### src/rtl/uart_ss_rx.sv
// UART receive stage: 2-FF line synchroniser, start-edge qualified by the
// upstream falling-edge pulse, centre sampling, LSB-first shift, optional
// parity and stop-bit checks, one-cycle valid strobe with error flags.
//
// state     | meaning
// ----------+------------------------------------------------------------
// ST_IDLE   | waiting for i_fall_pulse
// ST_START  | timing half a bit to the start-bit centre, rejects glitches
// ST_DATA   | sampling DATA_BITS data bits, LSB first
// ST_PARITY | sampling the parity bit (only when PARITY_EN)
// ST_STOP   | sampling the stop bit, then publishing the byte
module uart_ss_rx #(
   parameter int CLKS_PER_BIT = 16,
   parameter int DATA_BITS    = 8,
   parameter int PARITY_EN    = 0,
   parameter int PARITY_ODD   = 0
) (
   input  logic                 i_clk,
   input  logic                 i_rst_n,
   input  logic                 i_rx,
   input  logic                 i_fall_pulse,
   output logic [DATA_BITS-1:0] o_data,
   output logic                 o_valid,
   output logic                 o_parity_err,
   output logic                 o_frame_err,
   output logic                 o_busy
);

   localparam int CW = $clog2(CLKS_PER_BIT);
   localparam int IW = $clog2(DATA_BITS);
   localparam logic [CW-1:0] HALF_RELOAD = CW'(CLKS_PER_BIT / 2 - 1);
   localparam logic [CW-1:0] FULL_RELOAD = CW'(CLKS_PER_BIT - 1);
   localparam logic [IW-1:0] LAST_IDX    = IW'(DATA_BITS - 1);
   localparam logic          ODD         = (PARITY_ODD != 0);
   localparam logic          HAS_PARITY  = (PARITY_EN != 0);

   typedef enum logic [2:0] {
      ST_IDLE,
      ST_START,
      ST_DATA,
      ST_PARITY,
      ST_STOP
   } state_t;

   state_t               state;
   state_t               state_nxt;
   logic                 sync_1;
   logic                 rx_s;
   logic [CW-1:0]        cnt;
   logic [IW-1:0]        idx;
   logic [DATA_BITS-1:0] shreg;
   logic                 par_bit;
   logic                 sample;

   // Sample event at bit centre; never in IDLE, where the counter is parked.
   assign sample = (state != ST_IDLE) && (cnt == '0);
   assign o_busy = (state != ST_IDLE);

   // Two-flop synchroniser, reset to the idle-high line level.
   always_ff @(posedge i_clk or negedge i_rst_n) begin
      if (!i_rst_n) begin
         sync_1 <= 1'b1;
         rx_s   <= 1'b1;
      end else begin
         sync_1 <= i_rx;
         rx_s   <= sync_1;
      end
   end

   // State register.
   always_ff @(posedge i_clk or negedge i_rst_n) begin
      if (!i_rst_n) state <= ST_IDLE;
      else          state <= state_nxt;
   end

   // Next-state logic; the fall pulse only matters in IDLE.
   always_comb begin
      state_nxt = state;
      case (state)
         ST_IDLE:   if (i_fall_pulse) state_nxt = ST_START;
         ST_START:  if (sample) state_nxt = rx_s ? ST_IDLE : ST_DATA;
         ST_DATA:   if (sample && (idx == LAST_IDX))
                       state_nxt = HAS_PARITY ? ST_PARITY : ST_STOP;
         ST_PARITY: if (sample) state_nxt = ST_STOP;
         ST_STOP:   if (sample) state_nxt = ST_IDLE;
         default:   state_nxt = ST_IDLE;
      endcase
   end

   // Baud down-counter, bit index, shift register and parity capture.
   always_ff @(posedge i_clk or negedge i_rst_n) begin
      if (!i_rst_n) begin
         cnt     <= '0;
         idx     <= '0;
         shreg   <= '0;
         par_bit <= 1'b0;
      end else begin
         if (state == ST_IDLE) begin
            if (i_fall_pulse) cnt <= HALF_RELOAD;
         end else if (sample) begin
            cnt <= FULL_RELOAD;
         end else begin
            cnt <= cnt - CW'(1);
         end
         if (sample) begin
            case (state)
               ST_START:  idx <= '0;
               ST_DATA: begin
                  shreg <= {rx_s, shreg[DATA_BITS-1:1]};
                  idx   <= idx + IW'(1);
               end
               ST_PARITY: par_bit <= rx_s;
               default:   ;
            endcase
         end
      end
   end

   // Output register: strobe and flags live for exactly one cycle.
   always_ff @(posedge i_clk or negedge i_rst_n) begin
      if (!i_rst_n) begin
         o_data       <= '0;
         o_valid      <= 1'b0;
         o_parity_err <= 1'b0;
         o_frame_err  <= 1'b0;
      end else begin
         o_valid      <= 1'b0;
         o_parity_err <= 1'b0;
         o_frame_err  <= 1'b0;
         if (sample && (state == ST_STOP)) begin
            o_data       <= shreg;
            o_valid      <= 1'b1;
            o_frame_err  <= ~rx_s;
            o_parity_err <= HAS_PARITY & ((^shreg) ^ par_bit ^ ODD);
         end
      end
   end

endmodule

### config.mk
export PLATFORM = sky130hd
export DESIGN_NAME = uart_ss_rx
export DESIGN_NICKNAME = d
export VERILOG_FILES = /design/src/rtl/uart_ss_rx.sv
export SDC_FILE = /design/constraint.sdc
export NUM_CORES = 1
export LEC_CHECK = 0
export ABC_AREA = 1
export ABC_CLOCK_PERIOD_IN_PS = 1700
export BUFFER_PORTS_ARGS = -buffer_cell sky130_fd_sc_hd__buf_2
export CELL_PAD_IN_SITES_DETAIL_PLACEMENT = 1
export CELL_PAD_IN_SITES_GLOBAL_PLACEMENT = 2
export CORE_MARGIN = 1.5
export CORE_UTILIZATION = 35
export DETAILED_ROUTE_END_ITERATION = 10
export HOLD_SLACK_MARGIN = 0.06
export PLACE_DENSITY_LB_ADDON = 0.1
export SLEW_MARGIN = 5
export SYNTH_ARGS = -nofsm -noshare
export SYNTH_HDL_FRONTEND = slang
export SYNTH_SLANG_ARGS = --single-unit
### constraint.sdc
create_clock -name i_clk -period 1.7 [get_ports i_clk]
set_clock_uncertainty 0.1 [all_clocks]
set_input_delay 0.17 -clock i_clk [delete_from_list [all_inputs] [get_ports i_clk]]
set_output_delay 0.17 -clock i_clk [all_outputs]
set_load 0.02 [all_outputs]
==> results of run 1 <==
-- timing repair --
action | in CTS | in global routing
hold buffers | 2 | 0
setup endpoints to repair | 0 | 0
endpoints found under the hold margin | 29 | 0
-- layout make-up --
class | count | area (um2)
Sequential cell | 30 | 753
Multi-Input combinational cell | 89 | 515
Fill cell | 454 | 2090
Clock inverter | 2 | 60.1
Clock buffer | 6 | 82.6
Timing Repair Buffer | 16 | 90.1
Inverter | 17 | 67.6
Tap cell | 48 | 60.1
-- registers in the layout, summed over array words and instances (netlist names) --
register	count
o_data	8
shreg	8
cnt	4
idx	3
state	3
o_frame_err	1
o_valid	1
rx_s	1
sync_1	1
-- cell families (layout without fill, tap and decap cells) --
group	Yosys count	count (layout)
simple gates	58	58
flops	30	30
compound gates	25	25
buf+inv	20	41
fa+ha+maj	4	4
other cells	1	1
xor+xnor	1	1
-- cells in the mapped netlist, types with 3 or more instances --
| cell type | number | area (um2) |
|---|---|---|
| nand2_1 | 38 | 143 |
| ha_1 | 4 | 50.1 |
| a21oi_1 | 3 | 15.0 |
| o21ai_2 | 15 | 131 |
| o21ai_0 | 5 | 25.0 |
| dfrtp_1 | 28 | 701 |
| nor2_1 | 6 | 22.5 |
| inv_1 | 13 | 48.8 |
| nand3_1 | 4 | 20.0 |
-- per-stage QoR --
step	power, mW	hold slack (ps)	area, um2	cells
3_3_place_gp	1.35	147	1470	198
4_1_cts	2.28	69.1	1630	208
3_5_place_dp	1.36	148	1470	198
2_1_floorplan	1.23	-226	1370	139
5_1_grt	2.39	113	1630	208
6_report	2.23	78.0	1630	208
-- power breakdown --
| part | internal [mW] | switching, mW |
|---|---|---|
| combinational | 0.166 | 0.310 |
| clock | 0.625 | 0.274 |
| sequential | 0.797 | 0.0618 |
-- per-layer routing --
| layer | wire length, um | share of wire | vias to the layer above |
|---|---|---|---|
| met5 | 0 | 0 | - |
| met4 | 68 | 0.027 | 0 |
| met3 | 89 | 0.036 | 5 |
| met2 | 1030 | 0.42 | 13 |
| met1 | 1280 | 0.52 | 437 |
| li1 | - | - | 472 |
-- how the worst max path moves through the flow --
stage / from / endpoint / slack [ps] / depth (start not counted)
after floorplan: cnt[0] / shreg[6] / 340 / 8
after global placement: cnt[0] / shreg[7] / 250 / 8
after detailed placement: cnt[0] / shreg[7] / 200 / 8
after CTS: state[0] / o_busy / 180 / 3
after global routing: cnt[0] / shreg[7] / 80 / 8
final: cnt[0] / idx[0] / 220 / 8
-- worst min-delay path, delay by kind of cell --
kind	cells	cell delay, ps
buf+inv	1	100
simple gates	3	140
==> results_dict.tcl, run 1 <==
set metrics [dict create \
    grt_max_degree 31 \
    synthAdderAreaFrac 0.0366 \
    start_util 0.368 \
    grt_pass1_vias 950 \
    pwr_density_cell_nw_per_um2 1370 \
    hold_class "in -> reg" \
    detail_route.wl_per_cell_um 11.9 \
    portBuffers 14 \
    crit_type "reg -> reg" \
    cts_tree "yes" \
    syn_inst 139 \
    cts_root_buffer "clkbuf_8" \
    ys_warn_count 0 \
    hold_viol_final 0 \
    synth_area_um2 1370 \
    most-common-layout-cells "38 x nand2_1, 28 x dfrtp_1, 15 x o21ai_2, 14 x buf_2, 13 x inv_1" \
    grtUsageMet1 0.185 \
    cp-start-kind "flip-flop" \
    hpwl_mm 1.82 \
    grt_pass1_wl_mm 4.44 \
    io_pins 16 \
    max_cap_viol_count 0 \
    via_per_inst 4.46 \
    drive_gt1_frac 0.325 \
    cpPeakStageDelay_ps 360 \
    ctsHtreeMaxLevel 2 \
    gp_congestion 0.733 \
    finalCritPeriodShare 0.873 \
    chipHeight_um 65.5 \
    leakagePower_nw 0.851 \
    antenna_found_initial 0 \
    die_w_um 65.5 \
    wl_mm 2.47 \
    rrSetupSlack_ps 220 \
    synth_edf_count 0 \
    grt_util_met3 0.0565 \
    syn_nets 147 \
    cp_data_required_time_ps 1770 \
    drt-initial-drc-count 34 \
    fin_util 0.438 \
    dieArea_um2 4290 \
    path_max_fanout 16 \
    yosys.area_share.simple 0.194 \
    dr.pass1.iters 4 \
    worstHoldEndpoint "cnt[3]" \
    globalRouteOverflowTotal 0 \
    fin_nets 167 \
    met2_usage 0.200 \
    crit_slowest_cell "dfrtp_1" \
    cp-end-kind "flip-flop" \
    synthXorXnorAreaFrac 0.00641 \
    post-route-min-period_ps 1480 \
    top_usage_layer "met2" \
    clock-sinks 30 \
    num_rows 22 \
    maxSlewViolCount 0 \
    vdd_drop_max_v 0.000529 \
    synth.area.mux_share 0 \
    clkSlewWorstSetupHoldPaths_ps 70 \
    setup_viol 0 \
    synth_area_per_cell_um2 9.83 \
    diodes 0 \
    finalSetupTns_ps 0 \
    crit_chain "inv_1 -> ha_1 -> nand2_2 -> inv_4 -> nand2_4 -> inv_2 -> nor2_1 -> a21oi_1" \
    clkLatencyLatePin_ps 280 \
    drc 0 \
    grt.total_usage 0.141 \
    vias 927 \
    yosysSeqAreaShare 0.551 \
    critPathTopFamily "simple AND/OR/NAND/NOR gates" \
    synth-compound-area-share 0.137 \
    timing.slew.headroom 0.555 \
    cts_resized 0 \
    cts_buffers 5 \
    postCtsSetupBuffers 0 \
    pre_cts_slack_ps 196 \
    synth_top_family_by_area "simple AND/OR/NAND/NOR gates" \
    max_freq_ghz 0.674 \
    synth_seq_cells 30 \
    ant_nets 0 \
    r2r.worst_path.cells 8 \
    async_flop_share 1.00 \
    status "completed" \
    whs_path_depth 4 \
    clock_path_buffers 2 \
    worst_slack_ps 216 \
    coreArea_um2 3720 \
    synth_ff_type "dfrtp_1" \
    layout-area-overhead-vs-synth_pct 19.2 \
    worst-path-buf-inv 3 \
    rsz0062_at_grt "no" \
    r2r-end "idx[0]" \
    final_common_cell "nand2_1" \
    cp.arrival_ps 1550 \
    worst_pin_slew_ps 668 \
    crit-reg2reg-launch "cnt[0]" \
    holdCritStartpoint "i_fall_pulse" \
    synth.distinct_cells 25 \
]
Power figures use the tool's default switching activity.
==> inputs of run 2 (changes only) <==
--- a/config.mk
+++ b/config.mk
@@ -8,13 +8,12 @@
 export ABC_AREA = 1
 export ABC_CLOCK_PERIOD_IN_PS = 1700
 export BUFFER_PORTS_ARGS = -buffer_cell sky130_fd_sc_hd__buf_2
-export CELL_PAD_IN_SITES_DETAIL_PLACEMENT = 1
-export CELL_PAD_IN_SITES_GLOBAL_PLACEMENT = 2
 export CORE_MARGIN = 1.5
-export CORE_UTILIZATION = 35
+export CORE_UTILIZATION = 30
 export DETAILED_ROUTE_END_ITERATION = 10
 export HOLD_SLACK_MARGIN = 0.06
 export PLACE_DENSITY_LB_ADDON = 0.1
+export RECOVER_POWER = 100
 export SLEW_MARGIN = 5
 export SYNTH_ARGS = -nofsm -noshare
 export SYNTH_HDL_FRONTEND = slang
==> results_dict.tcl, run 2 (same netlist as run 1, synthesis figures left out) <==
set metrics [dict create \
    status "completed" \
    worst_pin_slew_ps 754 \
    detail_route.wl_per_cell_um 11.3 \
    coreArea_um2 4350 \
    vias 915 \
    ctsHtreeMaxLevel 2 \
    p_total_mw 1.90 \
    dr.pass1.iters 4 \
    rsz0062_at_grt "no" \
    max_cap_viol_count 0 \
    fill_cells 459 \
    portBuffers 14 \
    top_regs "o_data: 8 flops, shreg: 8 flops, cnt: 4 flops" \
    fin_cells 212 \
    num_rows 24 \
    dp_cells 202 \
    via_per_inst 4.32 \
    cp-end-kind "flip-flop" \
    layout-area-overhead-vs-synth_pct 11.0 \
    max_freq_ghz 0.665 \
    drive_gt1_frac 0.156 \
    cts_root_buffer "clkbuf_8" \
    grt_max_degree 31 \
    dieArea_um2 4970 \
    worst_slack_ps 196 \
    gp_congestion 0.853 \
    clock_path_buffers 2 \
    timing.slew.headroom 0.497 \
    finalSetupTns_ps 0 \
    hold_class "in -> reg" \
    crit_type "reg -> reg" \
    die_w_um 70.5 \
    cp.arrival_ps 1540 \
    drt-initial-drc-count 27 \
    pre_cts_slack_ps 192 \
    final_common_cell "nand2_1" \
    cts_buffers 5 \
    worst-path-buf-inv 2 \
    cts_tree "yes" \
    fin_nets 167 \
    clkSlewWorstSetupHoldPaths_ps 70 \
    most-common-layout-cells "38 x nand2_1, 28 x dfrtp_1, 18 x o21ai_0, 14 x inv_1, 12 x clkbuf_1" \
    chipHeight_um 70.5 \
    diodes 0 \
    r2r.worst_path.cells 7 \
    crit_slowest_cell "dfrtp_1" \
    clock-sinks 30 \
    io_pins 16 \
    wl_mm 2.39 \
    setup_viol 0 \
    globalRouteOverflowTotal 0 \
    start_util 0.314 \
    whs_path_depth 4 \
    pwr_density_cell_nw_per_um2 1250 \
    maxSlewViolCount 0 \
    grt_pass1_vias 967 \
    path_depth 7 \
    cpPeakStageDelay_ps 400 \
    drc 0 \
    ant_nets 0 \
    antenna_found_initial 0 \
    finalCritPeriodShare 0.885 \
    leakagePower_nw 0.761 \
    clkLatencyLatePin_ps 270 \
    crit_chain "inv_1 -> ha_1 -> nand2_2 -> inv_4 -> nand2_4 -> o21ai_1 -> o21ai_0" \
    cp_data_required_time_ps 1740 \
    grt.total_usage 0.111 \
    hpwl_mm 1.67 \
    vdd_drop_max_v 0.000365 \
    grt_pass1_wl_mm 4.26 \
    hold_viol_final 0 \
    post-route-min-period_ps 1500 \
    cp-start-kind "flip-flop" \
    critPathTopFamily "flip-flops" \
    whs_ps 82.4 \
    path_max_fanout 16 \
]
## run 2: changes by cell type in the layout (fill, tap and decap cells not counted)
cell / change
o21ai_0: +13
o21ai_2: -14
o21ai_1: +1
inv_1: +1
inv_2: -1
clkbuf_2: +1
clkbuf_1: +12
clkinv_2: +1
bufinv_16: -2
buf_2: -12
## run 2: per-stage QoR
step,utilization,instance area [um2]
6_report,0.348,1520
5_1_grt,0.348,1520
4_1_cts,0.364,1580
3_5_place_dp,0.338,1470
3_3_place_gp,0.338,1470
2_1_floorplan,-,1370
## run 2: what timing repair did
item	in CTS	in global routing
resized for setup	0	0
endpoints found under the hold margin	29	0
setup buffers	0	0
hold buffers	2	0
## run 2: final timing paths
path | end | from | slack [ps]
max | idx[1] | cnt[0] | 200
min reg2reg | rx_s | sync_1 | 260
min | cnt[3] | i_fall_pulse | 80
min in group asynchronous | state[2] | i_rst_n | 400
max in group asynchronous | o_data[4] | i_rst_n | 620
max reg2reg | idx[1] | cnt[0] | 200
## run 2: power by group
| group | internal (mW) | switching (mW) | total, mW |
|---|---|---|---|
| sequential | 0.797 | 0.0602 | 0.857 |
| clock | 0.326 | 0.248 | 0.574 |
| combinational | 0.161 | 0.304 | 0.465 |
| total | 1.28 | 0.612 | 1.90 |
## run 2: area by class of cell
cell class,instances,area (um2),share of cell area
inverters,17,67.6,0.0446
repair buffers,16,76.3,0.0503
clock buffers,7,86.3,0.0569
clock inverters,1,5.00,0.00330
well taps,52,65.1,0.0429
flip-flops and latches,30,753,0.497
multi-input cells,89,463,0.305
## run 2: worst register-to-register path: cells and delay by family (launching register included)
kind | cells | cell delay [ps]
compound gates | 2 | 300
buf+inv | 2 | 210
flops | 1 | 400
simple gates | 2 | 220
fa+ha+maj | 1 | 160
## run 2: layer usage
layer / GRT usage / wire length (um)
met5: 0 / 0
met4: 0.0449 / 17
met3: 0.0361 / 93
met2: 0.179 / 1080
met1: 0.135 / 1200
==> inputs of run 3 (changes only) <==
--- a/config.mk
+++ b/config.mk
@@ -5,7 +5,6 @@
 export SDC_FILE = /design/constraint.sdc
 export NUM_CORES = 1
 export LEC_CHECK = 0
-export ABC_AREA = 1
 export ABC_CLOCK_PERIOD_IN_PS = 1700
 export BUFFER_PORTS_ARGS = -buffer_cell sky130_fd_sc_hd__buf_2
 export CORE_MARGIN = 1.5
==> results_dict.tcl, run 3 <==
set metrics [dict create \
    syn_inst 100 \
    via_per_inst 4.80 \
    detail_route.wl_per_cell_um 13.3 \
    clock-sinks 30 \
    cp-start-kind "flip-flop" \
    cp-end-kind "flip-flop" \
    fill_cells 420 \
    maxSlewViolCount 0 \
    synth.distinct_cells 36 \
    worst_slack_ps 82.4 \
    grt_pass1_wl_mm 4.36 \
    yosysTopAreaCell "dfrtp_1" \
    yosysSeqAreaShare 0.572 \
    post-route-min-period_ps 1620 \
    start_util 0.320 \
    coreArea_um2 4120 \
    num_rows 23 \
    dr.max_layer_used "met4" \
    synth_common_cells "28 x dfrtp_1, 15 x mux2_2, 6 x inv_1" \
    globalRouteOverflowTotal 0 \
    grt_pass1_vias 908 \
    synth_ff_type "dfrtp_1" \
    drt-initial-drc-count 57 \
    dp_cells 171 \
    p_total_mw 2.29 \
    max_freq_ghz 0.618 \
    synth_area_um2 1320 \
    vias 869 \
    wl_met3_um 130 \
    pwr_density_cell_nw_per_um2 1370 \
    grt.total_usage 0.117 \
    clkSlewWorstSetupHoldPaths_ps 60 \
    pre_cts_slack_ps -12.7 \
    finalSetupTns_ps 0 \
    fin_util 0.407 \
    met1_length_mm 1.10 \
    synth_area_per_cell_um2 13.2 \
    placed_area_um2 1510 \
    leakagePower_nw 0.813 \
    setup_viol 0 \
    fin_cells 181 \
    cts_tree "yes" \
    diodes 0 \
    whs_ps 73.2 \
    die_w_um 69.2 \
    synth_edf_count 0 \
    cp_data_required_time_ps 1760 \
    ctsHtreeMaxLevel 2 \
    max_cap_viol_count 0 \
    async_flop_share 1.00 \
    portBuffers 14 \
    layout-area-overhead-vs-synth_pct 27.1 \
    syn_nets 108 \
    drive_gt1_frac 0.389 \
    clock_path_buffers 2 \
    ant_nets 0 \
    chipHeight_um 69.2 \
    drc 0 \
    postCtsSetupBuffers 0 \
    hold_class "in -> reg" \
    hold_viol_final 0 \
    most-common-layout-cells "28 x dfrtp_1, 15 x mux2_2, 11 x clkbuf_1, 9 x buf_4, 6 x clkbuf_8" \
    grt_max_degree 31 \
    multi_input_area_um2 549 \
    io_pins 16 \
    path_max_fanout 10 \
    antenna_found_initial 0 \
    clkLatencyLatePin_ps 280 \
    synth_top_area_frac 0.532 \
    synth_seq_cells 30 \
    cp.arrival_ps 1680 \
    finalCritPeriodShare 0.952 \
    wl_mm 2.42 \
    rsz0062_at_grt "yes" \
    top_regs "o_data: 8 flops, shreg: 8 flops, cnt: 4 flops" \
    synth_most_common_cell "dfrtp_1" \
    dieArea_um2 4790 \
    worst_pin_slew_ps 737 \
    fin_nets 138 \
    status "completed" \
    hpwl_mm 1.67 \
    wl_met2_mm 1.15 \
    seq_area_um2 753 \
    yosys-top-cells-area "dfrtp_1 53%, mux2_2 13%, dfstp_2 4.0%" \
    vdd_drop_max_v 0.000536 \
    final_area_um2 1670 \
    final_common_cell "dfrtp_1" \
    gp_congestion 0.751 \
    ys_warn_count 0 \
    crit_type "reg -> reg" \
    cts_buffers 5 \
    cts_root_buffer "clkbuf_8" \
    dr.pass1.iters 4 \
    timing.slew.headroom 0.509 \
]
-- run 3: area by class of cell --
class                           instances  area share
Inverter                                7      0.0157
Multi-Input combinational cell         60       0.328
Tap cell                               50      0.0374
Clock inverter                          1      0.0180
Timing Repair Buffer                   26      0.0987
Sequential cell                        30       0.450
Clock buffer                            7      0.0516
-- run 3: where the power goes --
group	internal [mW]	switching (mW)
Sequential	0.816	0.137
Combinational	0.303	0.298
Clock	0.477	0.258
-- run 3: critical path, stage by stage (launching register included) --
cell     delay [ps]
dfrtp_1         400
inv_2            90
ha_4            140
nor3b_4         200
nand3_2         140
buf_12          170
mux2_2          260
-- run 3: layer usage --
metal	GRT usage	up-vias
li1	-	415
met1	0.151	426
met2	0.169	23
met3	0.0509	5
met4	0.0523	0
met5	0	-
-- run 3: kinds of logic (layout without fill, tap and decap cells) --
kind of cell | count (synthesis) | count (layout) | synth area share
other cells | 1 | 1 | 0.00285
fa+ha+maj | 4 | 4 | 0.0380
mux | 16 | 16 | 0.137
buf+inv | 10 | 41 | 0.0399
flops | 30 | 30 | 0.572
compound gates | 14 | 14 | 0.0789
simple gates | 25 | 25 | 0.131
-- run 3: path summary, 6_finish.rpt --
kind                         startpoint   endpoint  slack, ps  depth (start not counted)
min in group asynchronous       i_rst_n   state[0]        380                          2
hold / removal             i_fall_pulse     cnt[3]         70                          2
setup reg to reg                 cnt[0]  o_data[5]         80                          6
setup / recovery                 cnt[0]  o_data[5]         80                          6
hold reg to reg                  sync_1       rx_s        260                          0
max in group asynchronous       i_rst_n    o_valid        650                          2
-- run 3: what timing repair did --
action / CTS / global route
hold buffers: 2 / 0
cloned: 0 / 0
endpoints found under the hold margin: 29 / 0
gates resized for setup: 2 / 7
pin swaps: 0 / 2
setup endpoints to repair: 7 / 21
